==> config.mk <==
export PLATFORM = sky130hd
export DESIGN_NAME = reg_bank_arbiter
export DESIGN_NICKNAME = d
export VERILOG_FILES = /design/src/rtl/reg_bank_arbiter.sv
export SDC_FILE = /design/constraint.sdc
export NUM_CORES = 1
export LEC_CHECK = 0
export BUFFER_PORTS_ARGS = -buffer_cell sky130_fd_sc_hd__clkbuf_2
export CAP_MARGIN = 25
export CORE_ASPECT_RATIO = 1.1
export CORE_MARGIN = 1.5
export CORE_UTILIZATION = 53
export CTS_BUF_LIST = sky130_fd_sc_hd__clkbuf_8
export CTS_CLUSTER_DIAMETER = 80
export DETAILED_ROUTE_END_ITERATION = 12
export PLACE_DENSITY = 0.86
export SYNTH_ARGS = -nofsm -noshare
export SYNTH_HDL_FRONTEND = slang
export SYNTH_SLANG_ARGS = --single-unit
==> constraint.sdc <==
create_clock -name clk -period 2 [get_ports clk]
set_input_delay 0.1 -clock clk [delete_from_list [all_inputs] [get_ports clk]]
set_output_delay 0.1 -clock clk [all_outputs]
set_load 0.1 [all_outputs]
==> src/rtl/reg_bank_arbiter.sv <==
// reg_bank_arbiter: round-robin write arbiter for a small register bank.
// One write per two cycles, snapshot at grant, commit one cycle later.
module reg_bank_arbiter #(
  parameter int NREQ = 4,
  parameter int NREG = 4,
  parameter int W = 4,
  localparam int AW = $clog2(NREG)
) (
  input  logic             clk,
  input  logic             reset,
  input  logic [NREQ-1:0]  req,
  input  logic [NREQ*AW-1:0] waddr,
  input  logic [NREQ*W-1:0]  wdata,
  input  logic             clear,
  input  logic [AW-1:0]    raddr,
  output logic [W-1:0]     rdata,
  output logic [NREQ-1:0]  grant,
  output logic             busy
);

  localparam int IW = (NREQ > 1) ? $clog2(NREQ) : 1;

  typedef enum logic {IDLE, GRANT} state_e;

  state_e          state_q, state_d;
  logic [IW-1:0]   ptr_q, ptr_d;
  logic [IW-1:0]   idx_q, idx_d;
  logic [AW-1:0]   addr_q, addr_d;
  logic [W-1:0]    data_q, data_d;
  logic [NREQ-1:0] grant_q, grant_d;
  logic            we;

  logic            win_vld;
  logic [IW-1:0]   win_idx;
  logic [IW:0]     j;
  logic [AW-1:0]   sel_addr;
  logic [W-1:0]    sel_data;

  logic [W-1:0]    bank [NREG];

  // first requester at or after ptr, wrapping
  always_comb begin
    win_vld = 1'b0;
    win_idx = '0;
    j = '0;
    for (int k = 0; k < NREQ; k++) begin
      j = {1'b0, ptr_q} + (IW+1)'(k);
      if (j >= (IW+1)'(NREQ))
        j = j - (IW+1)'(NREQ);
      if (!win_vld && req[j[IW-1:0]]) begin
        win_vld = 1'b1;
        win_idx = j[IW-1:0];
      end
    end
  end

  // pick the winner's address and data slices
  always_comb begin
    sel_addr = '0;
    sel_data = '0;
    for (int k = 0; k < NREQ; k++) begin
      if (win_idx == IW'(k)) begin
        sel_addr = waddr[k*AW +: AW];
        sel_data = wdata[k*W +: W];
      end
    end
  end

  // next state, snapshot and commit enable
  always_comb begin
    state_d = state_q;
    ptr_d   = ptr_q;
    idx_d   = idx_q;
    addr_d  = addr_q;
    data_d  = data_q;
    grant_d = '0;
    we      = 1'b0;
    unique case (state_q)
      IDLE: begin
        if (win_vld) begin
          state_d = GRANT;
          idx_d   = win_idx;
          addr_d  = sel_addr;
          data_d  = sel_data;
          grant_d = NREQ'(1) << win_idx;
        end
      end
      GRANT: begin
        we      = 1'b1;
        state_d = IDLE;
        ptr_d   = (idx_q == IW'(NREQ-1)) ? '0 : idx_q + 1'b1;
      end
    endcase
  end

  // FSM, pointer, snapshot and grant registers
  always_ff @(posedge clk) begin
    if (reset) begin
      state_q <= IDLE;
      ptr_q   <= '0;
      idx_q   <= '0;
      addr_q  <= '0;
      data_q  <= '0;
      grant_q <= '0;
    end else begin
      state_q <= state_d;
      ptr_q   <= ptr_d;
      idx_q   <= idx_d;
      addr_q  <= addr_d;
      data_q  <= data_d;
      grant_q <= grant_d;
    end
  end

  // bank storage: clear beats a same-edge commit
  always_ff @(posedge clk) begin
    if (reset || clear) begin
      for (int r = 0; r < NREG; r++)
        bank[r] <= '0;
    end else if (we) begin
      bank[addr_q] <= data_q;
    end
  end

  assign rdata = bank[raddr];
  assign grant = grant_q;
  assign busy  = (state_q == GRANT);

endmodule

=== Yosys cells after proc, flatten, opt, wreduce, memory -nomap -nowiden ===
Memories as Yosys holds them, arrays and structs flattened.
Cells that the tools add are included.

* $lt $le $gt $ge: 8
* Equal/unequal tests: 4
* $add $sub $neg: 8
* Shift-type cells: 1
* Mux-type cells: 40
* Bitwise operators: 2
* Reductions and logical operators: 11

{| class="wikitable"
|+ Operators by type and width
! cell !! count
|-
| $mux W2 || 14
|-
| $mux W4 || 5
|-
| $mux W1 || 16
|-
| $lt A2 B3 Y1 const B || 4
|-
| $ge A3 B3 Y1 const B || 3
|-
| $bmux W1 S2 || 4
|-
| $sub A2 B1 Y2 const B || 4
|-
| $add A2 B2 Y3 const B || 2
|-
| $eq A2 B2 Y1 const B || 3
|-
| $reduce_or A4 Y1 || 1
|-
| $shl A1 B2 Y4 const A || 1
|-
| $add A2 B1 Y3 const B || 1
|-
| $ge A2 B3 Y1 const B || 1
|-
| $logic_and A1 B1 Y1 || 3
|-
| $logic_not A1 Y1 || 3
|-
| $reduce_or A3 Y1 || 1
|-
| $add A2 B1 Y2 const B || 1
|-
| $eq A2 B1 Y1 const B || 1
|-
| $logic_not A2 Y1 || 1
|-
| $not A1 Y1 || 2
|-
| $pmux W1 S2 || 1
|-
| $reduce_and A2 Y1 || 1
|-
| $logic_or A1 B1 Y1 || 1
|}

* Input port bits: 33
* Memories kept: 1
* Flip-flop bits (word level): 15
* Bits in writable memories: 16
* Logic and storage cells: 81
* Output and inout port bits: 9

{| class="wikitable"
|+ Memory list
! memory !! words !! width !! read ports !! clocked after Yosys merged registers in !! wr ports !! RTL line !! RTL
|-
| bank || 4 || 4 || 1 || 0 || 4 || 39 || <nowiki>logic [W-1:0] bank [NREG];</nowiki>
|}

=== Longest topological paths before layout ===
* Depth after elaboration: 19
* Depth in mapped cells: 7
* Mapped depth without buffers: 5

=== Worst setup path after synthesis ===
No wires, ideal clock.

* Path type: flip-flop to flip-flop
* From: reg state_q, in the netlist busy
* To: mem bank[2][0] (enable)
* Buffers on the path: 1
* Arrival time: 1.895 ns
* Period minus slack after synthesis: 2.205 ns
* Data required time: 1.690 ns
* Setup slack: -0.205 ns
* Library setup time: 0.310 ns
* Stages on the path, launching flop included: 5
* Path through: dfxtp_1 -> clkbuf_1 -> nand2_1 -> nor3b_1 -> nand2b_1

{| class="wikitable"
|+ RTL lines
! item !! RTL line !! RTL
|-
| start, declared || 25 || <nowiki>state_e state_q, state_d;</nowiki>
|-
| start signal, assigned || 106 || <nowiki>state_q <= state_d;</nowiki>
|-
| end, declared || 39 ||
|}

=== Worst setup path in the final report ===
* From: mem bank[2][0]
* To: out rdata[0]

* Cells in the longest elaborated chain, start to end: 1

{| class="wikitable"
|+ Ends and longest elaborated chain
! item !! RTL line !! RTL
|-
| $mem_v2 Z4 W4 || - ||
|-
| end, declared || 16 || <nowiki>output logic [W-1:0] rdata,</nowiki>
|}

Every way passes these cells.

==> impl_results.rst <==
.. list-table::
   :header-rows: 1

   * - Metric
     - Value
   * - First-pass iteration count of the detailed router
     - 4
   * - Synth Area per Inst
     - 11.9 um2
   * - Gr usage total
     - 0.213
   * - H-Tree Level Count
     - 2
   * - Ant diodes
     - 0
   * - Category of the worst setup path capture point
     - output port
   * - Share of synthesized area occupied by flip-flops and latches
     - 0.533
   * - Clock latency on the worst-skew pair
     - 0.29 ns
   * - Cell types occupying the most area after synthesis
     - sky130_fd_sc_hd__edfxtp_1 33%, sky130_fd_sc_hd__dfxtp_1 20%, sky130_fd_sc_hd__mux2i_1 11%, sky130_fd_sc_hd__mux4_2 6.1%, sky130_fd_sc_hd__and2_1 5.1%
   * - CP max FO
     - 1
   * - Final Util
     - 0.688
   * - Post-synth design cell area
     - 0.00147 mm2
   * - Worst voltage drop across the vdd grid
     - 0.802 mV
   * - Area share of the leading cell type in the synthesized netlist
     - 0.328
   * - Syn_nets
     - 157
   * - Startpoint class of the critical path
     - flip-flop
   * - Yosys reg bits
     - 31
   * - First DRT Iteration DRCs
     - 15
   * - Placement Rows
     - 19
   * - Total area of multi-input combinational cells
     - 631 um2
   * - Initial antenna violation count
     - 0
   * - Largest net degree at the start of global routing
     - 18
   * - Clock tree sinks
     - 31
   * - Worst Path Class, Setup
     - flip-flop to output port
   * - CTS tree
     - done
   * - Remaining max-slew budget at the tightest pin
     - 0.619
   * - Source of the critical timing path
     - bank[2][0]$_SDFFCE_PN0P_
   * - Area of all placed cells without fillers
     - 0.00177 mm2
   * - Power density over the cells
     - 861 mW/mm2
   * - Number of DRC violations after detailed routing
     - 0
   * - Synth async-reset ratio
     - 0
   * - Clock slew at the register clock pins of the worst setup and hold paths
     - 0.07 ns
   * - Switching Power
     - 460 uW
   * - IO Port Bufs
     - 41
   * - Area of the core
     - 0.00257 mm2
   * - Unrepaired setup endpoints after global routing
     - false
   * - Number of buffers on the longest clock path
     - 2
   * - First-pass GRT wire length
     - 4.60 mm
   * - Number of buffers created by CTS
     - 5
   * - Origin of the critical flop-to-flop path
     - ptr_q[0]$_SDFFE_PP0P_
   * - Maximum Capacitance Violations
     - 0
   * - Sequential standard cell area
     - 782 um2
   * - Overflow after GRT
     - 0
   * - Combinational share of power
     - 0.191
   * - Width of the die
     - 53.1 um
   * - Part of the power in the clock network
     - 0.312
   * - Worst-Margin Slew
     - 0.565 ns
   * - Run status
     - complete, no violations
   * - Final setup viols
     - 0
   * - Synth warnings
     - 0
   * - Aggregate routed wire length
     - 2.76 mm
   * - Syn-to-layout area delta
     - 20.5%
   * - Detail Placement HPWL
     - 2.17 mm
   * - Top flip-flop cell by instance count after synthesis
     - sky130_fd_sc_hd__edfxtp_1
   * - Dominant cell type by area after synthesis
     - sky130_fd_sc_hd__edfxtp_1
   * - Post-detailed-placement cell area
     - 0.00168 mm2
   * - Vias
     - 1099
   * - Chip Height
     - 58.1 um
   * - Number of instances resized during post-cts repair
     - 0
   * - Count of different cell masters after synthesis
     - 30
   * - Final weighted congestion of routability-driven global placement
     - 0.797
   * - Crit path arrival time
     - 1.56 ns
   * - Initial standard-cell utilization of the core
     - 0.571
   * - Leak
     - 0.795 nW
   * - Max Freq
     - 603 MHz
   * - Average wire per standard cell
     - 13.8 um
   * - Final hold violation count
     - 0
   * - Top cell types by occurrence after synthesis
     - 16 x sky130_fd_sc_hd__edfxtp_1, 16 x sky130_fd_sc_hd__mux2i_1, 15 x sky130_fd_sc_hd__dfxtp_1, 12 x sky130_fd_sc_hd__and2_1
   * - Total number of nets in the final design
     - 202
   * - Instance count of the mapped netlist
     - 123
   * - Remaining number of nets flagged by the antenna check after routing
     - 0
   * - Via count of the first global-routing pass
     - 1066
   * - Routed via count divided by cell count
     - 5.50
   * - Area of the die
     - 0.00309 mm2
   * - Internal cell power
     - 1.06 mW
   * - Buffers inserted during post-CTS setup optimization
     - 0
   * - Hold-fix buffer count after cts
     - 0
   * - Worst Path Required
     - 1.90 ns
   * - Switching share of power
     - 0.303
   * - I/O Pins
     - 42
   * - Class of the tightest hold or removal check
     - input port to flip-flop
   * - Master cell of the clock root buffer
     - sky130_fd_sc_hd__clkbuf_8
   * - EDFF count, synth
     - 16
   * - Power share of the sequential group
     - 0.497
   * - Worst setup skew after layout
     - 0.00887 ns
   * - Final period demand of the worst path
     - 1.66 ns
   * - Final cycle utilization of the critical path
     - 0.829
   * - Setup TNS Final
     - 0 ns
   * - Slew Viols, Final
     - 0
   * - Share of cells above drive strength 1
     - 0.349
   * - Startpoint of the lowest-slack hold path
     - reset
   * - Fill cell total of the finished layout
     - 203
   * - Final hold slack
     - 0.106 ns
-- metal layers --
| layer | track usage | vias up | routed length (um) |
|---|---|---|---|
| met4 | 0.114 | 0 | 71 |
| met3 | 0.0799 | 7 | 207 |
| li1 | - | 543 | - |
| met2 | 0.355 | 55 | 1380 |
| met1 | 0.231 | 494 | 1100 |
| met5 | 0 | - | 0 |
-- sequential cells by signal (all words and copies together), names as in the netlist --
signal and flops:
addr_q 2, busy 1, data_q 4, ptr_q 2
bank 16, grant 4, idx_q 2
-- area by class of cell --
cell class | instances | area share
sequential | 31 | 0.443
multi-input combinational | 85 | 0.357
timing repair buffer | 43 | 0.125
clock buffer | 5 | 0.0390
tap | 31 | 0.0220
clock inverter | 3 | 0.00992
inverter | 2 | 0.00425
-- cells in the final DEF (no fill, tap or decap), types with 2 or more instances in the layout --
master and n:
sky130_fd_sc_hd__mux2i_1 16, sky130_fd_sc_hd__nor3_1 2, sky130_fd_sc_hd__a21oi_1 2, sky130_fd_sc_hd__mux4_2 4
sky130_fd_sc_hd__edfxtp_1 16, sky130_fd_sc_hd__inv_4 2, sky130_fd_sc_hd__nand2_1 10, sky130_fd_sc_hd__o221ai_1 6
sky130_fd_sc_hd__inv_1 2, sky130_fd_sc_hd__nor4_1 2, sky130_fd_sc_hd__clkbuf_2 41, sky130_fd_sc_hd__nand2b_1 5
sky130_fd_sc_hd__and2_1 12, sky130_fd_sc_hd__clkbuf_8 5, sky130_fd_sc_hd__and3_1 4, sky130_fd_sc_hd__nor2_1 10
sky130_fd_sc_hd__dfxtp_1 14, sky130_fd_sc_hd__buf_4 2
-- path summary, 6_finish.rpt --
path	to	slack, ns	cells after the start
min	ptr_q[1]$_SDFFE_PP0P_	0.11	2
max	rdata[0]	0.34	2
max reg2reg	data_q[2]$_SDFFE_PP0P_	0.37	5
min reg2reg	idx_q[1]$_SDFFE_PP0P_	0.53	2
-- power groups by stage --
stage                     clock network, mW  logic (mW)  registers (mW)
after floorplan                           0       0.192           0.798
after global placement                    0       0.282           0.766
after detailed placement                  0       0.290           0.769
after CTS                             0.484       0.291           0.755
after global routing                  0.511       0.311           0.763
final                                 0.475       0.290           0.755
-- kinds of logic (layout without fill, tap and decap cells) --
logic type / Yosys count / in the layout / share of synthesized area
buffers and inverters: 7 / 53 / 0.0367
and+or+nand+nor: 51 / 51 / 0.184
adders and majority gates: 1 / 1 / 0.00854
AOI/OAI and AO/OA: 13 / 13 / 0.0666
muxes: 20 / 20 / 0.171
DFF: 31 / 31 / 0.533
-- worst max-delay path: stages, from the launching register on --
cell and delay, ns:
sky130_fd_sc_hd__edfxtp_1 0.41, sky130_fd_sc_hd__mux4_2 0.48, sky130_fd_sc_hd__clkbuf_2 0.38
-- stage by stage --
step	cells	power, mW	setup WS (ns)
2_1_floorplan	123	0.990	0.106
6_report	200	1.52	0.342
3_5_place_dp	192	1.06	0.400
5_1_grt	200	1.58	0.224
3_3_place_gp	192	1.05	0.495
4_1_cts	200	1.53	0.328
Power figures use the tool's default switching activity.
